File: src/rtl/matmul_pkg.sv
// Shared types and elaboration-time helpers for the matrix-multiply address generator.
package matmul_pkg;

  typedef enum logic [1:0] {
    IDLE = 2'd0,
    RUN  = 2'd1,
    DONE = 2'd2
  } state_e;

  function automatic int num_groups(input int n, input int nb);
    return n / nb;
  endfunction

  function automatic int step_count(input int m, input int k, input int n, input int nb);
    return m * num_groups(n, nb) * k;
  endfunction

  function automatic int idx_width(input int n);
    return (n <= 1) ? 1 : $clog2(n);
  endfunction

  // Every address of A and B must be representable in AW bits.
  function automatic bit params_legal(input int m, input int k, input int n, input int nb,
                                      input int aw);
    longint cap;
    cap = longint'(1) << aw;
    return (m > 0) && (k > 0) && (n > 0) && (nb > 0) && (aw > 0) && (n % nb == 0) &&
           (longint'(m) * longint'(k) <= cap) && (longint'(k) * longint'(n) <= cap);
  endfunction

endpackage

File: src/rtl/matmul_idx_counter.sv
// Three-level nested wrap counter: k innermost, then column group j, then row i.
module matmul_idx_counter
  import matmul_pkg::*;
#(
  parameter int KC = 4,
  parameter int JC = 2,
  parameter int IC = 4
) (
  input  logic                     clk,
  input  logic                     reset,
  input  logic                     clr,
  input  logic                     en,
  output logic [idx_width(KC)-1:0] k_idx,
  output logic [idx_width(JC)-1:0] j_idx,
  output logic [idx_width(IC)-1:0] i_idx,
  output logic                     k_wrap,
  output logic                     j_wrap,
  output logic                     last
);

  localparam int KW = idx_width(KC);
  localparam int JW = idx_width(JC);
  localparam int IW = idx_width(IC);
  localparam logic [KW-1:0] K_MAX = KW'(KC - 1);
  localparam logic [JW-1:0] J_MAX = JW'(JC - 1);
  localparam logic [IW-1:0] I_MAX = IW'(IC - 1);

  logic [KW-1:0] k_q, k_d;
  logic [JW-1:0] j_q, j_d;
  logic [IW-1:0] i_q, i_d;

  assign k_wrap = (k_q == K_MAX);
  assign j_wrap = (j_q == J_MAX);
  assign last   = k_wrap && j_wrap && (i_q == I_MAX);

  always_comb begin
    k_d = k_q;
    j_d = j_q;
    i_d = i_q;
    if (clr) begin
      k_d = '0;
      j_d = '0;
      i_d = '0;
    end else if (en) begin
      if (!k_wrap) begin
        k_d = k_q + KW'(1);
      end else begin
        k_d = '0;
        if (!j_wrap) begin
          j_d = j_q + JW'(1);
        end else begin
          j_d = '0;
          i_d = last ? '0 : i_q + IW'(1);
        end
      end
    end
  end

  always_ff @(posedge clk or posedge reset) begin
    if (reset) begin
      k_q <= '0;
      j_q <= '0;
      i_q <= '0;
    end else begin
      k_q <= k_d;
      j_q <= j_d;
      i_q <= i_d;
    end
  end

  assign k_idx = k_q;
  assign j_idx = j_q;
  assign i_idx = i_q;

endmodule

File: src/rtl/matmul_addr_gen.sv
// Address sequencer for C = A*B: one A address and NB parallel B addresses per step,
// built from incremental base registers so no multipliers are needed at run time.
module matmul_addr_gen
  import matmul_pkg::*;
#(
  parameter int M  = 4,
  parameter int K  = 4,
  parameter int N  = 4,
  parameter int NB = 2,
  parameter int AW = 8
) (
  input  logic             clk,
  input  logic             reset,
  input  logic             start,
  input  logic             Load,
  input  logic             b_colmajor,
  output logic [AW-1:0]    addrA,
  output logic [NB*AW-1:0] addrB,
  output logic             valid,
  output logic             k_last,
  output logic             done,
  output logic             busy
);

  localparam int NG = num_groups(N, NB);
  localparam int KW = idx_width(K);
  localparam int JW = idx_width(NG);
  localparam int IW = idx_width(M);
  localparam logic [AW-1:0] ONE_AW  = AW'(1);
  localparam logic [AW-1:0] K_STEP  = AW'(K);
  localparam logic [AW-1:0] N_STEP  = AW'(N);
  localparam logic [AW-1:0] GRP_ROW = AW'(NB);
  localparam logic [AW-1:0] GRP_COL = AW'(NB * K);
  localparam logic [KW-1:0] K_PEN   = KW'(K - 2);
  localparam logic          K_ONE   = (K == 1);

  if (!params_legal(M, K, N, NB, AW)) begin : g_bad_params
    $error("matmul_addr_gen: illegal parameter set (N %% NB, M*K, K*N vs 2**AW)");
  end

  state_e        state_q, state_d;
  logic          mode_q, mode_d;
  logic [AW-1:0] a_base_q, a_base_d;
  logic [AW-1:0] b_grp_q, b_grp_d;
  logic [AW-1:0] addr_a_q, addr_a_d;
  logic          k_last_q, k_last_d;
  logic          valid_q, valid_d;
  logic          done_q, done_d;
  logic          busy_q, busy_d;
  logic          load_first, step, clear_out, advance;

  logic [KW-1:0] k_idx;
  logic [JW-1:0] j_idx;
  logic [IW-1:0] i_idx;
  logic          k_wrap, j_wrap, last;
  logic          unused_idx;

  assign advance    = (state_q == RUN) && Load;
  assign unused_idx = ^{j_idx, i_idx};

  matmul_idx_counter #(
    .KC(K),
    .JC(NG),
    .IC(M)
  ) u_idx (
    .clk   (clk),
    .reset (reset),
    .clr   (load_first),
    .en    (advance),
    .k_idx (k_idx),
    .j_idx (j_idx),
    .i_idx (i_idx),
    .k_wrap(k_wrap),
    .j_wrap(j_wrap),
    .last  (last)
  );

  always_comb begin
    state_d    = state_q;
    mode_d     = mode_q;
    a_base_d   = a_base_q;
    b_grp_d    = b_grp_q;
    addr_a_d   = addr_a_q;
    k_last_d   = k_last_q;
    load_first = 1'b0;
    step       = 1'b0;
    clear_out  = 1'b0;

    unique case (state_q)
      IDLE: begin
        if (start) begin
          state_d    = RUN;
          mode_d     = b_colmajor;
          load_first = 1'b1;
        end
      end
      RUN: begin
        if (Load) begin
          if (last) begin
            state_d   = DONE;
            clear_out = 1'b1;
          end else begin
            step = 1'b1;
          end
        end
      end
      DONE: begin
        state_d   = IDLE;
        clear_out = 1'b1;
      end
      default: begin
        state_d   = IDLE;
        clear_out = 1'b1;
      end
    endcase

    // A row base moves only when the whole row of column groups has been swept.
    if (load_first) begin
      a_base_d = '0;
      b_grp_d  = '0;
      addr_a_d = '0;
      k_last_d = K_ONE;
    end else if (step) begin
      if (k_wrap) begin
        k_last_d = K_ONE;
        if (j_wrap) begin
          a_base_d = a_base_q + K_STEP;
          addr_a_d = a_base_q + K_STEP;
          b_grp_d  = '0;
        end else begin
          addr_a_d = a_base_q;
          b_grp_d  = b_grp_q + (mode_q ? GRP_COL : GRP_ROW);
        end
      end else begin
        addr_a_d = addr_a_q + ONE_AW;
        k_last_d = (k_idx == K_PEN);
      end
    end else if (clear_out) begin
      addr_a_d = '0;
      k_last_d = 1'b0;
    end

    valid_d = (state_d == RUN);
    busy_d  = (state_d != IDLE);
    done_d  = (state_d == DONE);
  end

  always_ff @(posedge clk or posedge reset) begin
    if (reset) begin
      state_q  <= IDLE;
      mode_q   <= 1'b0;
      a_base_q <= '0;
      b_grp_q  <= '0;
      addr_a_q <= '0;
      k_last_q <= 1'b0;
      valid_q  <= 1'b0;
      done_q   <= 1'b0;
      busy_q   <= 1'b0;
    end else begin
      state_q  <= state_d;
      mode_q   <= mode_d;
      a_base_q <= a_base_d;
      b_grp_q  <= b_grp_d;
      addr_a_q <= addr_a_d;
      k_last_q <= k_last_d;
      valid_q  <= valid_d;
      done_q   <= done_d;
      busy_q   <= busy_d;
    end
  end

  // Channel p sits a fixed offset from the group base: +p row-major, +p*K column-major.
  for (genvar gi = 0; gi < NB; gi++) begin : g_chan
    localparam logic [AW-1:0] OFF_ROW = AW'(gi);
    localparam logic [AW-1:0] OFF_COL = AW'(gi * K);
    logic [AW-1:0] addr_b_q, addr_b_d;

    always_comb begin
      addr_b_d = addr_b_q;
      if (load_first) begin
        addr_b_d = b_colmajor ? OFF_COL : OFF_ROW;
      end else if (step) begin
        if (k_wrap) begin
          addr_b_d = b_grp_d + (mode_q ? OFF_COL : OFF_ROW);
        end else begin
          addr_b_d = addr_b_q + (mode_q ? ONE_AW : N_STEP);
        end
      end else if (clear_out) begin
        addr_b_d = '0;
      end
    end

    always_ff @(posedge clk or posedge reset) begin
      if (reset) begin
        addr_b_q <= '0;
      end else begin
        addr_b_q <= addr_b_d;
      end
    end

    assign addrB[gi*AW +: AW] = addr_b_q;
  end

  assign addrA  = addr_a_q;
  assign valid  = valid_q;
  assign k_last = k_last_q;
  assign done   = done_q;
  assign busy   = busy_q;

endmodule

File: config.mk
export PLATFORM = sky130hd
export DESIGN_NAME = matmul_addr_gen
export DESIGN_NICKNAME = d
export VERILOG_FILES = /design/src/rtl/matmul_pkg.sv /design/src/rtl/matmul_idx_counter.sv /design/src/rtl/matmul_addr_gen.sv
export SDC_FILE = /design/constraint.sdc
export NUM_CORES = 1
export LEC_CHECK = 0
export ABC_AREA = 0
export BUFFER_PORTS_ARGS = -buffer_cell sky130_fd_sc_hd__buf_2
export CAP_MARGIN = 20
export CORE_ASPECT_RATIO = 1.5
export CORE_MARGIN = 2
export CORE_UTILIZATION = 35
export CTS_BUF_LIST = sky130_fd_sc_hd__clkbuf_16
export CTS_CLUSTER_DIAMETER = 40
export CTS_CLUSTER_SIZE = 28
export DETAILED_ROUTE_END_ITERATION = 8
export PLACE_DENSITY = 0.52
export SETUP_SLACK_MARGIN = 0.2
export SLEW_MARGIN = 20
export SYNTH_ARGS = -nofsm -noshare
export SYNTH_HDL_FRONTEND = slang
export SYNTH_HIERARCHICAL = 1
export SYNTH_SLANG_ARGS = --single-unit
File: constraint.sdc
create_clock -name clk -period 5.7 [get_ports clk]
set_clock_uncertainty 0.2 [all_clocks]
set_input_delay 1.14 -clock clk [delete_from_list [all_inputs] [get_ports clk]]
set_output_delay 1.14 -clock clk [all_outputs]
set_load 0.05 [all_outputs]
Yosys cells after proc, flatten, opt, wreduce, memory -nomap -nowiden
Cells that the tools add are included.
- bits in registers: 52
- bits of input ports: 5
- $add $sub $neg: 9
- reduce and logical (&&, ||, !) cells: 14
- equal/unequal tests: 6
- mux-type cells: 50
- operators by type and width (kind ; number):
    $mux 8 ; 18
    $mux 2 ; 11
    $add 8x3->8 ; 2
    $mux 1 ; 15
    $reduce_bool 2->1 ; 5
    $mux 3 ; 3
    $add 8x1->8 const B ; 1
    $add 8x3->8 const B ; 1
    $add 8x4->8 ; 1
    $add 8x8->8 ; 1
    $eq 2x2->1 const B ; 4
    $reduce_and 2->1 ; 3
    $add 2x1->2 const B ; 2
    $eq 2x1->1 const B ; 2
    $mux 4 ; 1
    $pmux 2 s2 ; 1
    $logic_and 1x1->1 ; 3
    $reduce_and 3->1 ; 1
    $reduce_bool 3->1 ; 1
    $logic_not 2->1 ; 1
    $pmux 1 s2 ; 1
    $add 1x1->1 const B ; 1

Logic depth before layout (Yosys ltp)
- depth after elaboration: 12
- mapped depth: 14
- mapped depth without buffers: 13

Modules after synthesis
The synthesis kept the hierarchy.
- modules (own cells, without submodules) (module ; cells each ; instances ; area an instance (um^2)):
    matmul_addr_gen ; 287 ; 1 ; 2733.9
    matmul_idx_counter ; 25 ; 1 ; 279.0

Worst setup path before layout
Ideal clock, no wire load.
- path kind: input -> register
- start point: in start
- end point: reg g_chan[1].addr_b_q[7]
- arrival: 3172 ps
- stages: 10
- slack: 2242 ps
- data required time: 5414 ps
- cell sequence: or3b_1 -> inv_1 -> buf_2 -> nor2_1 -> ha_1 -> nand3_1 -> o221ai_1 -> nand3_2 -> a32o_1 -> nor3_1
- longest elaborated chain between the ends: 7
- elaborated cells on any way between the ends: 8
- those cells by class: add/sub (1); mux (6); reduce/logical (1)
- ends and longest elaborated chain (what ; line ; RTL):
    from (decl) ; matmul_addr_gen.sv:14 ; input logic start,
    $mux 1 ; matmul_addr_gen.sv:91 ; if (start) begin
    $mux 1 ; matmul_addr_gen.sv:89 ; unique case (state_q)
    via load_first ; matmul_addr_gen.sv:50 ; logic load_first, step, clear_out, advance;
    $mux 8 ; matmul_addr_gen.sv:118 ; if (load_first) begin
    via b_grp_d[2] ; matmul_addr_gen.sv:44 ; logic [AW-1:0] b_grp_q, b_grp_d;
    $add 8x3->8 ; matmul_addr_gen.sv:184 ; addr_b_d = b_grp_d + (mode_q ? OFF_COL : OFF_ROW);
    $mux 8 ; matmul_addr_gen.sv:183 ; if (k_wrap) begin
    $mux 8 ; matmul_addr_gen.sv:182 ; end else if (step) begin
    $mux 8 ; matmul_addr_gen.sv:180 ; if (load_first) begin
    to (signal assigned) ; matmul_addr_gen.sv:197 ; addr_b_q <= addr_b_d;
    to (decl) ; matmul_addr_gen.sv:176 ; logic [AW-1:0] addr_b_q, addr_b_d;
The timed path passes the listed nets, and every way through them passes these cells.
A chain may end at the register's enable or synchronous reset.

Worst setup path after layout
- start point: reg u_idx.j_q, in the netlist u_idx/j_idx
- end point: reg g_chan[1].addr_b_q[7]
- longest elaborated chain between the ends: 11
- elaborated cells on any way between the ends: 17
- those cells by class: add/sub (1); mux (13); reduce/logical (3)
- ends and longest elaborated chain (what ; line ; RTL):
    from (decl) ; matmul_idx_counter.sv:29 ; logic [JW-1:0] j_q, j_d;
    from (signal assigned) ; matmul_idx_counter.sv:66 ; j_q <= j_d;
    $logic_and 1x1->1 (2 in a row) ; matmul_idx_counter.sv:34 ; assign last = k_wrap && j_wrap && (i_q == I_MAX);
    via last ; matmul_addr_gen.sv:55 ; logic k_wrap, j_wrap, last;
    $mux 1 ; matmul_addr_gen.sv:99 ; if (last) begin
    $mux 1 ; matmul_addr_gen.sv:98 ; if (Load) begin
    $mux 1 ; matmul_addr_gen.sv:89 ;
    $mux 8 ; matmul_addr_gen.sv:123 ; end else if (step) begin
    $mux 8 ; matmul_addr_gen.sv:118 ;
    via b_grp_d[2] ; matmul_addr_gen.sv:44 ;
    $add 8x3->8 ; matmul_addr_gen.sv:184 ;
    $mux 8 ; matmul_addr_gen.sv:183 ;
    $mux 8 ; matmul_addr_gen.sv:182 ;
    $mux 8 ; matmul_addr_gen.sv:180 ;
The timed path passes the listed nets, and every way through them passes these cells.

==> results.toml <==
[outcome]
status = "finished clean"

[worst_setup_path]
crit_end = "g_chan[1].addr_b_q[7]"
cp.depth = 12
end_kind = "register"
cp_top_family = "simple AND/OR/NAND/NOR gates"
crit_path_start_kind = "register"
slowest_delay_ns = 0.77
arrival_ns = 4.14
path_max_fanout = 21
r2r-start = "u_idx/j_idx"
crit_chain = "and3_1, and4bb_2, nand2_1, nor3b_1, a21oi_1, nor2_1, ha_1, nand3_1, o221ai_1, nand3_2, a32o_1, nor3_1"
worstRegToRegCells = 12
r2r-end = "g_chan[1].addr_b_q[7]"
r2r_slack_ns = 1.56
crit_type = "register to register"
required_ns = 5.70
cp_slowest_cell = "dfrtp_1"
cp_num_buf_inv = 0
setup.worst_path.start = "u_idx/j_idx"

[pwr]
seqPwrFrac_pct = 32.5
intPower_w = 0.000978
p_sw_share_pct = 48.9
power_density_mw_per_mm2 = 564
power_frac_comb_pct = 52.5
p_sw_w = 0.000936
power.share.clock_pct = 14.9
power.leakage_nw = 1.52
ir_worst_vdd_mv = 0.267

[clock_tree]
cts_sinks = 50
cts_hold_buffers = 0
cts_max_level = 2
cts-root-buf = "clkbuf_16"
cts_tree = "built"
cts_resized = 0
cts_setup_buffers = 0
clk_pin_slew_ns = 0.06
cts_buffer_depth = 2
clk_latency_ns = 0.29
numCtsBuffers = 5

[grt]
antenna_found_initial = 0
grt_pass1_vias = 2478
globalRouteOverflowTotal = 0
grt_pass1_wl_mm = 12.9
groute.usage.overall_pct = 18.0
grt_max_degree = 46

[drt]
drt_iter0_drc = 116
firstDrtPassIters = 4
wirelength_mm = 7.93
drc_errors = 0
ant_nets = 0
vias = 2447
wl_per_cell_um = 17.7
viasPerCell = 5.47

[yosys]
ys_seq_elements = 50
synth_area_leaders = "dfrtp_1 (42%), ha_1 (6.6%), xnor2_1 (4.9%), nand2_1 (4.1%), o21ai_0 (4.0%)"
yosysTopAreaCell = "dfrtp_1"
avgSynthCellArea_um2 = 9.66
ys_warn_count = 6
async_flop_share_pct = 100
synth.net_count = 333
yosysSeqAreaShare_pct = 41.5
synth.cell_area_mm2 = 0.00301
ys_types = 57
ys.flop_type = "dfrtp_1"
synthCells = 312
synth_edf_count = 0
netlist.area_leader.share_pct = 41.5

[placement]
portBuffers = 32
place.gp.congestion = 0.861
dp.cells = 440
hpwl_mm = 5.53

[sta]
rsz0062_at_grt = "false"
fin_crit_ns = 4.14
finalSetupViolCount = 0
finalHoldWorstSlack_ns = 0.302
drv_slew = 0
worst_slew_pin_slew_ns = 0.861
hold_viol = 0
period_share_pct = 72.6
setup_tns_ns = 0
fmax_ghz = 0.242
slew-limit-headroom_pct = 42.4

[floorplanning]
ioPinCount = 33
core_area_mm2 = 0.00841
die-area_mm2 = 0.00938
num_rows = 41
die_x_um = 79.8
die_h_um = 118
start_util_pct = 35.8

[final_layout]
layout_common_cells = "dfrtp_1 (50), nand2_1 (33), buf_2 (32), o21ai_0 (24), nor2_1 (19)"
diodes = 0
nNetsFinal = 361
syn_to_final_growth_pct = 12.6
drive_gt1_share_pct = 16.8
stdcell_count = 447
final_common_cell = "dfrtp_1"
fillers = 867

[job]
drv_cap = 0

[worst_hold_path]
hp-class = "register to register"
[Yosys cell counts, types with 4 or more instances]
cell type  instances
a21oi_1           12
a22oi_1            4
a31o_2             4
a32o_1             4
and2_1             4
and3_1             8
clkbuf_1           7
dfrtp_1           50
ha_1              16
inv_1              9
mux2i_1            7
nand2_1           33
nand2b_1           4
nand3_1           15
nand4_1            6
nor2_1            19
nor3b_1            4
o211ai_1           4
o21ai_0           24
xnor2_1           17
xor2_1             8
[stage by stage]
step           cell area (µm²)  utilization (%)  worst slack (ns)  power (W)
6_report                  3390             40.3              1.56    0.00191
5_1_grt                   3390             40.3              1.23    0.00206
4_1_cts                   3390             40.3              1.58    0.00193
3_5_place_dp              3260             38.7              1.34    0.00164
3_3_place_gp              3260             38.7              1.46    0.00162
2_1_floorplan             3010                -              2.24    0.00138
[power groups by stage]
stage	logic [W]	registers [W]	clock network (W)
after floorplan	0.000549	0.000831	0
after global placement	0.000995	0.000627	0
after detailed placement	0.00101	0.000630	0
after CTS	0.00101	0.000624	0.000294
after global routing	0.00110	0.000646	0.000313
final	0.00101	0.000623	0.000286
[logic make-up (layout without fill, tap and decap cells)]
group | after synthesis | count (layout) | share of synthesized area [%]
AO/OA/AOI/OAI | 74 | 74 | 17.1
XOR/XNOR | 25 | 25 | 7.27
adder cells (fa/ha/maj) | 16 | 16 | 6.64
buffers and inverters | 23 | 51 | 3.36
flip-flops | 50 | 50 | 41.5
multiplexers | 9 | 9 | 3.07
AND/OR/NAND/NOR | 115 | 115 | 21.1
[final cells by class]
type | instances | area, µm² | share of cell area, %
clock inverters | 2 | 7.51 | 0.221
well taps | 107 | 134 | 3.95
multi-input cells | 239 | 1660 | 48.9
inverters | 10 | 38.8 | 1.14
flip-flops and latches | 50 | 1250 | 36.9
clock buffers | 5 | 125 | 3.69
repair buffers | 34 | 175 | 5.16
[sequential cells by signal (all words and copies together), names as in the netlist]
| name | count |
|---|---|
| a_base_q | 6 |
| u_idx/j_idx | 1 |
| g_chan.addr_b_q | 16 |
| busy | 1 |
| state_q | 2 |
| mode_q | 1 |
| valid | 1 |
| addrA | 8 |
| k_last | 1 |
| done | 1 |
| b_grp_q | 8 |
| u_idx/i_idx | 2 |
| u_idx/k_idx | 2 |
[worst reg2reg max path, stage by stage, from the launching register on]
cell and delay [ns]:
dfrtp_1 0.77, and3_1 0.38, and4bb_2 0.39, nand2_1 0.50, nor3b_1 0.15, a21oi_1 0.15, nor2_1 0.08, ha_1 0.39
nand3_1 0.10, o221ai_1 0.38, nand3_2 0.12, a32o_1 0.27, nor3_1 0.19
[worst min path at each step]
stage                start          end  slack [ns]  depth (start not counted)
2_1_floorplan  a_base_q[7]  a_base_q[7]        0.29                          2
3_3_place_gp        k_last       k_last        0.28                          1
5_1_grt        a_base_q[7]  a_base_q[7]        0.35                          2
4_1_cts             k_last       k_last        0.30                          1
3_5_place_dp        k_last       k_last        0.29                          1
6_report            k_last       k_last        0.30                          1
[routing by layer]
layer | vias up | GRT usage [%] | routed length (µm)
li1 | 1186 | - | -
met1 | 1212 | 21.4 | 3260
met2 | 37 | 31.3 | 4280
met3 | 12 | 3.37 | 208
met4 | 0 | 7.31 | 187
met5 | - | 0 | 0
Power figures use the tool's default switching activity.
